$ cat config.mk
export PLATFORM = sky130hd
export DESIGN_NAME = miriscv_imem_dmem_arbiter
export DESIGN_NICKNAME = d
export VERILOG_FILES = /design/src/rtl/miriscv_imem_dmem_arbiter.sv
export SDC_FILE = /design/constraint.sdc
export NUM_CORES = 1
export LEC_CHECK = 0
export CORE_AREA = 5 5 104 106
export DETAILED_ROUTE_END_ITERATION = 8
export DIE_AREA = 0 0 109 111
export PLACE_DENSITY = 0.66
export SYNTH_ARGS = -nofsm -noshare
export SYNTH_HDL_FRONTEND = slang
export SYNTH_SLANG_ARGS = --single-unit
$ cat constraint.sdc
create_clock -name clk_i -period 2.32 [get_ports clk_i]
set_input_delay 0.232 -clock clk_i [delete_from_list [all_inputs] [get_ports clk_i]]
set_output_delay 0.232 -clock clk_i [all_outputs]
set_load 0.005 [all_outputs]
$ cat src/rtl/miriscv_imem_dmem_arbiter.sv
// miriscv_imem_dmem_arbiter
// Shares one memory port between the fetch unit and the LSU. Only one
// address phase is presented at a time, and at most MAX_OUTSTANDING
// transactions are in flight. Each response is routed to its requester
// through a small owner FIFO.
// Optional build macro: MIRISCV_ARB_ROUND_ROBIN_EN. When it is defined, a
// tie is won by the requester that was not granted last. Without it, data
// wins over fetch.
//
// state    | meaning
// ---------+-------------------------------------------------------------
// IDLE     | no address phase held; arbitrate among the incoming requests
// WAIT_GNT | address phase presented for owner_q, waiting on mem_gnt_i

module miriscv_imem_dmem_arbiter #(
  parameter int XLEN            = 32,
  parameter int MAX_OUTSTANDING = 2
) (
  input  logic              clk_i,
  input  logic              arstn_i,
  input  logic              instr_req_i,
  input  logic [XLEN-1:0]   instr_addr_i,
  output logic              instr_gnt_o,
  output logic              instr_rvalid_o,
  output logic [XLEN-1:0]   instr_rdata_o,
  input  logic              data_req_i,
  input  logic              data_we_i,
  input  logic [XLEN/8-1:0] data_be_i,
  input  logic [XLEN-1:0]   data_addr_i,
  input  logic [XLEN-1:0]   data_wdata_i,
  output logic              data_gnt_o,
  output logic              data_rvalid_o,
  output logic [XLEN-1:0]   data_rdata_o,
  output logic              mem_req_o,
  output logic              mem_we_o,
  output logic [XLEN/8-1:0] mem_be_o,
  output logic [XLEN-1:0]   mem_addr_o,
  output logic [XLEN-1:0]   mem_wdata_o,
  input  logic              mem_gnt_i,
  input  logic              mem_rvalid_i,
  input  logic [XLEN-1:0]   mem_rdata_i,
  output logic              busy_o,
  output logic              proto_err_o
);

  localparam int PTR_W = (MAX_OUTSTANDING > 1) ? $clog2(MAX_OUTSTANDING) : 1;
  localparam int CNT_W = $clog2(MAX_OUTSTANDING + 1);

  localparam logic [0:0] ST_IDLE     = 1'b0;
  localparam logic [0:0] ST_WAIT_GNT = 1'b1;

  localparam logic OWN_INSTR = 1'b0;
  localparam logic OWN_DATA  = 1'b1;

  logic [0:0]                 state_q, state_d;
  logic                       owner_q, owner_d;
  logic [MAX_OUTSTANDING-1:0] fifo_q, fifo_d;
  logic [PTR_W-1:0]           wr_ptr_q, wr_ptr_d;
  logic [PTR_W-1:0]           rd_ptr_q, rd_ptr_d;
  logic [CNT_W-1:0]           count_q, count_d;
  logic                       proto_err_q, proto_err_d;

  logic sel;
  logic mem_req;
  logic push;
  logic pop;
  logic full;
  logic head;
  logic tie_winner;

  function automatic logic [PTR_W-1:0] ptr_inc(input logic [PTR_W-1:0] p);
    return (p == PTR_W'(MAX_OUTSTANDING - 1)) ? '0 : p + 1'b1;
  endfunction

`ifdef MIRISCV_ARB_ROUND_ROBIN_EN
  logic rr_q, rr_d;

  // rr_q holds the last granted owner; a tie goes to the other requester
  always_comb begin
    tie_winner = ~rr_q;
    rr_d       = push ? sel : rr_q;
  end

  // Round-robin pointer register
  always_ff @(posedge clk_i or negedge arstn_i) begin
    if (!arstn_i) rr_q <= OWN_INSTR;
    else          rr_q <= rr_d;
  end
`else
  assign tie_winner = OWN_DATA;
`endif

  assign full = (count_q == CNT_W'(MAX_OUTSTANDING));
  assign head = fifo_q[rd_ptr_q];
  assign pop  = mem_rvalid_i && (count_q != '0);

  // Arbitration and address-phase FSM. The reset term keeps the memory
  // port quiet while arstn_i is low, even if requests are already high.
  always_comb begin
    state_d = state_q;
    owner_d = owner_q;
    sel     = owner_q;
    mem_req = 1'b0;
    push    = 1'b0;
    case (state_q)
      ST_IDLE: begin
        if (arstn_i && !full && (instr_req_i || data_req_i)) begin
          if (instr_req_i && data_req_i) sel = tie_winner;
          else                           sel = data_req_i ? OWN_DATA : OWN_INSTR;
          mem_req = 1'b1;
          if (mem_gnt_i) begin
            push = 1'b1;
          end else begin
            state_d = ST_WAIT_GNT;
            owner_d = sel;
          end
        end
      end
      ST_WAIT_GNT: begin
        // The request is held until it is granted. If the owner withdraws
        // its request, the FSM returns to IDLE and nothing is pushed.
        if (arstn_i && ((owner_q == OWN_DATA) ? data_req_i : instr_req_i)) begin
          mem_req = 1'b1;
          if (mem_gnt_i) begin
            push    = 1'b1;
            state_d = ST_IDLE;
          end
        end else begin
          state_d = ST_IDLE;
        end
      end
      default: state_d = ST_IDLE;
    endcase
  end

  // Owner FIFO, occupancy count and sticky protocol error next-state
  always_comb begin
    fifo_d      = fifo_q;
    wr_ptr_d    = wr_ptr_q;
    rd_ptr_d    = rd_ptr_q;
    count_d     = count_q + CNT_W'(push) - CNT_W'(pop);
    proto_err_d = proto_err_q | (mem_rvalid_i && (count_q == '0));
    if (push) begin
      fifo_d[wr_ptr_q] = sel;
      wr_ptr_d         = ptr_inc(wr_ptr_q);
    end
    if (pop) rd_ptr_d = ptr_inc(rd_ptr_q);
  end

  // State registers
  always_ff @(posedge clk_i or negedge arstn_i) begin
    if (!arstn_i) begin
      state_q     <= ST_IDLE;
      owner_q     <= OWN_INSTR;
      fifo_q      <= '0;
      wr_ptr_q    <= '0;
      rd_ptr_q    <= '0;
      count_q     <= '0;
      proto_err_q <= 1'b0;
    end else begin
      state_q     <= state_d;
      owner_q     <= owner_d;
      fifo_q      <= fifo_d;
      wr_ptr_q    <= wr_ptr_d;
      rd_ptr_q    <= rd_ptr_d;
      count_q     <= count_d;
      proto_err_q <= proto_err_d;
    end
  end

  // A fetch always presents a full-word read
  assign mem_req_o   = mem_req;
  assign mem_addr_o  = !mem_req ? '0 : (sel == OWN_DATA) ? data_addr_i : instr_addr_i;
  assign mem_we_o    = mem_req && (sel == OWN_DATA) && data_we_i;
  assign mem_be_o    = !mem_req ? '0 : (sel == OWN_DATA) ? data_be_i : '1;
  assign mem_wdata_o = (mem_req && (sel == OWN_DATA)) ? data_wdata_i : '0;

  assign instr_gnt_o    = push && (sel == OWN_INSTR);
  assign data_gnt_o     = push && (sel == OWN_DATA);
  assign instr_rvalid_o = pop && (head == OWN_INSTR);
  assign data_rvalid_o  = pop && (head == OWN_DATA);
  assign instr_rdata_o  = arstn_i ? mem_rdata_i : '0;
  assign data_rdata_o   = arstn_i ? mem_rdata_i : '0;

  assign busy_o      = (count_q != '0);
  assign proto_err_o = proto_err_q;

endmodule

==> results of run 1 <==
## per-layer routing
metal | share of wire | wire length (um) | global-route usage | vias up
met5 | 0 | 0 | 0 | -
met4 | 0.0069 | 69 | 0.01347 | 0
met3 | 0.091 | 901 | 0.03553 | 6
met2 | 0.52 | 5167 | 0.2576 | 126
met1 | 0.38 | 3803 | 0.1475 | 1088
li1 | - | - | - | 1179
## cells in the final DEF, fill, tap and decap left out, drive strengths merged, types with 2 or more instances in the layout
cell	count
a21oi	2
a22o	32
a31oi	3
and2	67
buf	50
clkbuf	30
clkdlybuf4s50	204
dfrtp	9
dlygate4sd2	10
dlymetal6s2s	22
inv	2
mux2i	3
nand2	3
nor2	5
nor2b	3
o21a	4
o32ai	2
xnor2	5
## flip-flops by register name (all words and copies together), names as in the netlist
name	count
owner_q	1
rd_ptr_q	1
count_q	2
fifo_q	2
proto_err_o	1
state_q	1
wr_ptr_q	1
## worst max path at each step
stage                           to  slack [ps]  cells after the start
detailed placement   mem_addr_o[2]        -300                      7
global placement     mem_addr_o[2]        -280                      7
floorplan           mem_addr_o[14]         580                      6
finish              mem_addr_o[24]         -80                      8
CTS                  mem_addr_o[2]        -280                      6
global route         mem_addr_o[8]        -160                      8
## what timing repair did
item                       CTS  global route
buffers inserted             4            12
cloned                       0             7
hold endpoints to repair     0             0
pin swaps                   16            15
gates resized for setup     55           146
setup endpoints to repair   72            68
## logic make-up (layout without fill, tap and decap cells)
| group | Yosys count | after routing | share of synthesized area |
|---|---|---|---|
| buf+inv | 48 | 319 | 0.2255 |
| compound gates | 45 | 45 | 0.2540 |
| simple gates | 82 | 82 | 0.3141 |
| xor+xnor | 5 | 5 | 0.02769 |
| flops | 9 | 9 | 0.1424 |
| fa+ha+maj | 1 | 1 | 0.007910 |
| mux | 4 | 4 | 0.02848 |
## power by group
part | internal, mW | switching, mW
combinational | 0.996 | 0.534
sequential | 0.226 | 0.0696
clock | 0.120 | 0.0622
total | 1.34 | 0.666
## through the flow
stage                     instance area (sq um)  setup TNS, ps
after global placement                     4312         -13920
after CTS                                  4350          -4880
after global routing                       4594          -2336
after detailed placement                   4312         -15190
final                                      4594         -353.5
after floorplan                            1582              0
## layout make-up
type / instances / area, sq um / share of cell area
Inverter: 2 / 7.507 / 0.001634
Tap cell: 133 / 166.4 / 0.03622
Timing Repair Buffer: 313 / 3104 / 0.6757
Sequential cell: 9 / 225.2 / 0.04902
Clock buffer: 4 / 45.04 / 0.009804
Multi-Input combinational cell: 137 / 1046 / 0.2277
==> impl_metrics.py, run 1 <==
metrics = {
    "route": {
        "final_antenna_net_count": 0,
        "firstDrtPassIters": 4,
        "detail_route.wl_per_cell_um": 16.62,
        "drt_first_iter_violations": 82,
        "num_vias": 2399,
        "postRouteWirelength_um": 9941,
        "drc_errors": 0,
        "avg_vias_per_cell": 4.012,
    },
    "clock_network": {
        "clock_latency_late_sink_ps": 230,
        "clkTransAtPathRegs_ps": 40,
        "ctsHtreeMaxLevel": 1,
        "cts.sink_count": 9,
        "cts_buffer_depth": 2,
        "clockRootBuffer": "clkbuf_8",
        "cts_inserted_buffers": 3,
        "holdBufCountCts": 0,
        "tritoncts": "built",
    },
    "final_layout": {
        "design.final.nets": 606,
        "antenna_cells_inserted": 0,
        "layout_cell_share_with_drive_strength_beyond_1": 0.2000,
        "final_cells": 598,
        "finalCoreUtilization": 0.4744,
        "num-fill-cells": 925,
        "areaGrowthSynthToFinish_pct": 190.5,
    },
    "yosys": {
        "post-synth-top-area-cell": "and2_1",
        "synth_instances": 194,
        "post_synth_most_frequent_cells": "and2_1, buf_4, a22o_1",
        "post-synth-top-count-cell": "and2_1",
        "count_of_flip_flops_with_a_built_in_enable_after_synthesis": 0,
        "synth.net_count": 334,
        "synth_async_sr_flop_share": 1.000,
        "syn_avg_cell_area_sq_um": 8.152,
        "synth-seq-area-share": 0.1424,
        "synth_area_leaders": "and2_1, a22o_1, buf_4",
        "synth-warning-count": 0,
        "synth_largest_type_area_fraction": 0.2650,
        "post_synthesis_sequential_element_count": 9,
        "synth_top_flop_cell": "dfrtp_1",
        "syn_area_sq_um": 1582,
        "netlist-cell-type-count": 27,
    },
    "critical_path": {
        "timing.critical_path.required_ps": 2090,
        "critPathMaxFanout": 27,
        "setup.reg_to_reg.worst_slack_ps": 370,
        "timing.critical_path.to_type": "output port",
        "worst_r2r_startpoint": "owner_q",
        "arrival_ps": 2170,
        "worst_setup_path_start_kind": "flop",
        "critPathSlowestCell": "or3_4",
        "cells_traversed_along_the_worst_timing_path": "nand2b_4 > or3_4 > a21boi_4 > buf_6 > buf_8 > clkbuf_16 > a22o_1 > dlygate4sd2_1",
        "setup.worst_path.start": "state_q",
        "timing.setup.critical_path_class": "flop to output port",
        "r2r_cells": 8,
        "crit_family": "buffers and inverters",
        "rr_endpoint": "count_q[1]",
        "stage_delay_of_the_slowest_cell_on_the_critical_path_ps": 400,
        "crit_buf_inv": 4,
    },
    "grt": {
        "globalRouteTotalUtil": 0.1337,
        "grt_max_degree": 55,
        "gr-total-overflow": 0,
        "first_global_vias": 2351,
        "antenna_found_initial": 0,
        "grt_pass1_wl_um": 13030,
    },
    "sta": {
        "setup_slack_ps": -83.67,
        "final_max_slew_viol_count": 0,
        "rsz_0062_raised_after_global_routing": "true",
        "worstMarginPinSlew_ps": 334.0,
        "worst_max_slew_margin_expressed_relative_to_the_limit": 0.7774,
        "fmax_mhz": 416.0,
        "post-route-period-util": 1.036,
        "timing_hold_violations_final": 0,
        "post-route-min-period_ps": 2404,
        "whs_ps": 102.4,
        "setup_viol_count_final": 7,
        "clock-skew-final_ps": 0.7207,
    },
    "placement": {
        "place.detailed.hpwl_um": 7911,
        "placement.io_buffers": 278,
        "post-place-ws_ps": -299.3,
        "dp_cells": 573,
        "routabilityCongestion": 0.8292,
    },
    "die": {
        "ios": 279,
        "dieHeight_um": 111,
        "placeable_core_region_sq_um": 9684,
        "starting_density": 0.1633,
        "die_area_sq_um": 12100,
        "placement_rows": 36,
        "floorplan.die.width_um": 109,
    },
    "power_and_ir_drop": {
        "power_density_nw_per_um2": 436.9,
        "design_power_total_mw": 2.007,
        "power.ir.vdd_worst_uv": 456.4,
        "power_leakage_nw": 2.293,
    },
    "run_status": {
        "status": "finished, violations left",
        "failed_checks": "setup timing",
    },
    "worst_hold_path": {
        "min-delay-path-class": "input pin to asynchronous set/reset pin",
    },
    "run": {
        "maxCapViolCount": 0,
    },
}
(Power assumes the default switching activity.)
==> run 2: changes to the inputs <==
--- a/config.mk
+++ b/config.mk
@@ -5,10 +5,12 @@
 export SDC_FILE = /design/constraint.sdc
 export NUM_CORES = 1
 export LEC_CHECK = 0
-export CORE_AREA = 5 5 104 106
+export CELL_PAD_IN_SITES_DETAIL_PLACEMENT = 0
+export CELL_PAD_IN_SITES_GLOBAL_PLACEMENT = 1
+export CORE_AREA = 5 5 121 123
 export DETAILED_ROUTE_END_ITERATION = 8
-export DIE_AREA = 0 0 109 111
-export PLACE_DENSITY = 0.66
+export DIE_AREA = 0 0 126 128
+export PLACE_DENSITY_LB_ADDON = 0.1
 export SYNTH_ARGS = -nofsm -noshare
 export SYNTH_HDL_FRONTEND = slang
 export SYNTH_SLANG_ARGS = --single-unit
==> run 2 against run 1 <==
Compared with the run above: the run still ends with setup timing left; setup slack worse by 1.9 ps; power up 6.1%; hold slack better by 240 ps; cell count up 8.4%; highest routed layer unchanged; utilization down 13 points.
==> impl_metrics.py, run 2 (synthesis results as in run 1) <==
metrics = {
    "run_status": {
        "status": "finished, violations left",
        "failed_checks": "setup timing",
    },
    "sta": {
        "post-route-min-period_ps": 2406,
        "timing_hold_violations_final": 0,
        "worst_max_slew_margin_expressed_relative_to_the_limit": 0.7544,
        "final_max_slew_viol_count": 0,
        "clock-skew-final_ps": 0.9669,
        "worstMarginPinSlew_ps": 368.4,
        "setup_viol_count_final": 7,
        "fmax_mhz": 415.7,
        "whs_ps": 342.5,
        "post-route-period-util": 1.037,
        "rsz_0062_raised_after_global_routing": "true",
        "setup_slack_ps": -85.56,
    },
    "clock_network": {
        "cts_inserted_buffers": 3,
        "clock_latency_late_sink_ps": 230,
        "holdBufCountCts": 0,
        "tritoncts": "built",
        "cts.sink_count": 9,
        "clockRootBuffer": "clkbuf_16",
        "clkTransAtPathRegs_ps": 40,
        "cts_buffer_depth": 2,
        "ctsHtreeMaxLevel": 1,
    },
    "critical_path": {
        "setup.reg_to_reg.worst_slack_ps": 320,
        "timing.critical_path.required_ps": 2090,
        "timing.critical_path.to_type": "output port",
        "crit_family": "buffers and inverters",
        "timing.critical_path.mode_cell": "buf_4",
        "timing.setup.critical_path_class": "flop to output port",
        "critPathSlowestCell": "or3_4",
        "cells_traversed_along_the_worst_timing_path": "nor2b_4 > or3_4 > a21boi_4 > buf_4 > buf_6 > buf_4 > buf_16 > and2_1 > dlygate4sd2_1",
        "stage_delay_of_the_slowest_cell_on_the_critical_path_ps": 420,
        "arrival_ps": 2170,
        "critPathMaxFanout": 10,
        "worst_setup_path_start_kind": "flop",
        "crit_buf_inv": 5,
    },
    "grt": {
        "globalRouteTotalUtil": 0.1141,
        "first_global_vias": 2345,
        "antenna_found_initial": 0,
        "gr-total-overflow": 0,
        "grt_max_degree": 42,
        "grt_pass1_wl_um": 14550,
    },
    "die": {
        "placeable_core_region_sq_um": 13560,
        "ios": 279,
        "floorplan.die.width_um": 126,
        "die_area_sq_um": 16130,
        "placement_rows": 43,
        "starting_density": 0.1166,
        "dieHeight_um": 128,
    },
    "final_layout": {
        "multiInputGateArea_sq_um": 1023,
        "areaGrowthSynthToFinish_pct": 191.6,
        "mostFrequentLayoutCell": "clkdlybuf4s50_1",
        "antenna_cells_inserted": 0,
        "largestRegisters": "count_q x2, fifo_q x2",
        "commonest_cells_after_routing_fill_and_taps_aside": "clkdlybuf4s50_1, and2_1, dlygate4sd2_1",
        "num-fill-cells": 1429,
        "layout_cell_share_with_drive_strength_beyond_1": 0.1560,
        "design.final.nets": 609,
        "seqCellArea_sq_um": 225.2,
    },
    "route": {
        "detail_route.wl_per_cell_um": 15.90,
        "met2RoutedLength_um": 5778,
        "postRouteWirelength_um": 10300,
        "final_antenna_net_count": 0,
        "drc_errors": 0,
        "routed-wl-met3_um": 784,
        "routedLengthMet1_um": 3693,
        "firstDrtPassIters": 4,
        "avg_vias_per_cell": 3.625,
        "drt_first_iter_violations": 37,
        "highest_layer": "met4",
        "num_vias": 2349,
    },
    "placement": {
        "routabilityCongestion": 0.7867,
        "placement.io_buffers": 278,
        "place.detailed.hpwl_um": 8513,
    },
    "power_and_ir_drop": {
        "power_density_nw_per_um2": 461.9,
        "power_leakage_nw": 2.099,
        "power.ir.vdd_worst_uv": 389.8,
        "design_power_total_mw": 2.130,
    },
    "run": {
        "maxCapViolCount": 0,
    },
    "worst_hold_path": {
        "min-delay-path-class": "input pin to asynchronous set/reset pin",
    },
}
run 2: cell count changes in the layout (fill, tap and decap cells not counted), sizes merged:
cell / before / now
dlygate4sd2: 10 / 40
dlymetal6s2s: 22 / 4
clkbuf: 30 / 17
clkdlybuf4s15: 1 / 6
buf: 50 / 49
run 2: final timing paths:
| check | start | to | cells past startpoint |
|---|---|---|---|
| max reg2reg | owner_q | count_q[1] | 9 |
| min in group clk_i | data_req_i | owner_q | 3 |
| max in group asynchronous | arstn_i | proto_err_o | 3 |
| min reg2reg | proto_err_o | proto_err_o | 1 |
| min | arstn_i | state_q | 3 |
| max | count_q[1] | mem_wdata_o[1] | 9 |
run 2: cell type report:
| type | instances | share of cell area |
|---|---|---|
| Timing Repair Buffer | 316 | 0.6617 |
| Multi-Input combinational cell | 137 | 0.2219 |
| Sequential cell | 9 | 0.04883 |
| Tap cell | 180 | 0.04883 |
| Clock buffer | 4 | 0.01709 |
| Inverter | 2 | 0.001628 |
run 2: repair_timing:
action / 4_1_cts / 5_1_grt
pin swaps: 2 / 1
setup endpoints to repair: 71 / 60
buffers inserted: 12 / 2
cloned: 4 / 0
resized for setup: 123 / 35
run 2: layer usage:
layer	track usage	vias up
met2	0.2250	121
li1	-	1186
met5	0	-
met3	0.02333	4
met4	0.01388	0
met1	0.1291	1038
run 2: tightest hold or removal path: stages:
cell and delay, ps:
dlygate4sd2_1 280, buf_4 140, buf_4 330
run 2: power by group:
part / internal, mW / total, mW / switching [mW]
Sequential: 0.226 / 0.291 / 0.0647
Combinational: 1.00 / 1.54 / 0.535
Clock: 0.229 / 0.302 / 0.0722
run 2: metrics by stage:
step / worst slack (ps) / cells / area, sq um / utilization / setup TNS [ps]
after floorplan: 580.8 / 194 / 1582 / - / 0
after global placement: -279.6 / 627 / 4423 / 0.3262 / -15770
after detailed placement: -294.5 / 627 / 4423 / 0.3262 / -16860
after CTS: -178.0 / 647 / 4619 / 0.3407 / -1706
after global routing: -181.5 / 648 / 4612 / 0.3402 / -2495
final: -85.56 / 648 / 4612 / 0.3402 / -548.8
==> run 3: changes to the inputs <==
--- a/config.mk
+++ b/config.mk
@@ -11,6 +11,7 @@
 export DETAILED_ROUTE_END_ITERATION = 8
 export DIE_AREA = 0 0 126 128
 export PLACE_DENSITY_LB_ADDON = 0.1
+export SLEW_MARGIN = 10
 export SYNTH_ARGS = -nofsm -noshare
 export SYNTH_HDL_FRONTEND = slang
 export SYNTH_SLANG_ARGS = --single-unit
==> results of run 3 <==
No change in the layout: final DEF, timing and power equal those of run 2.
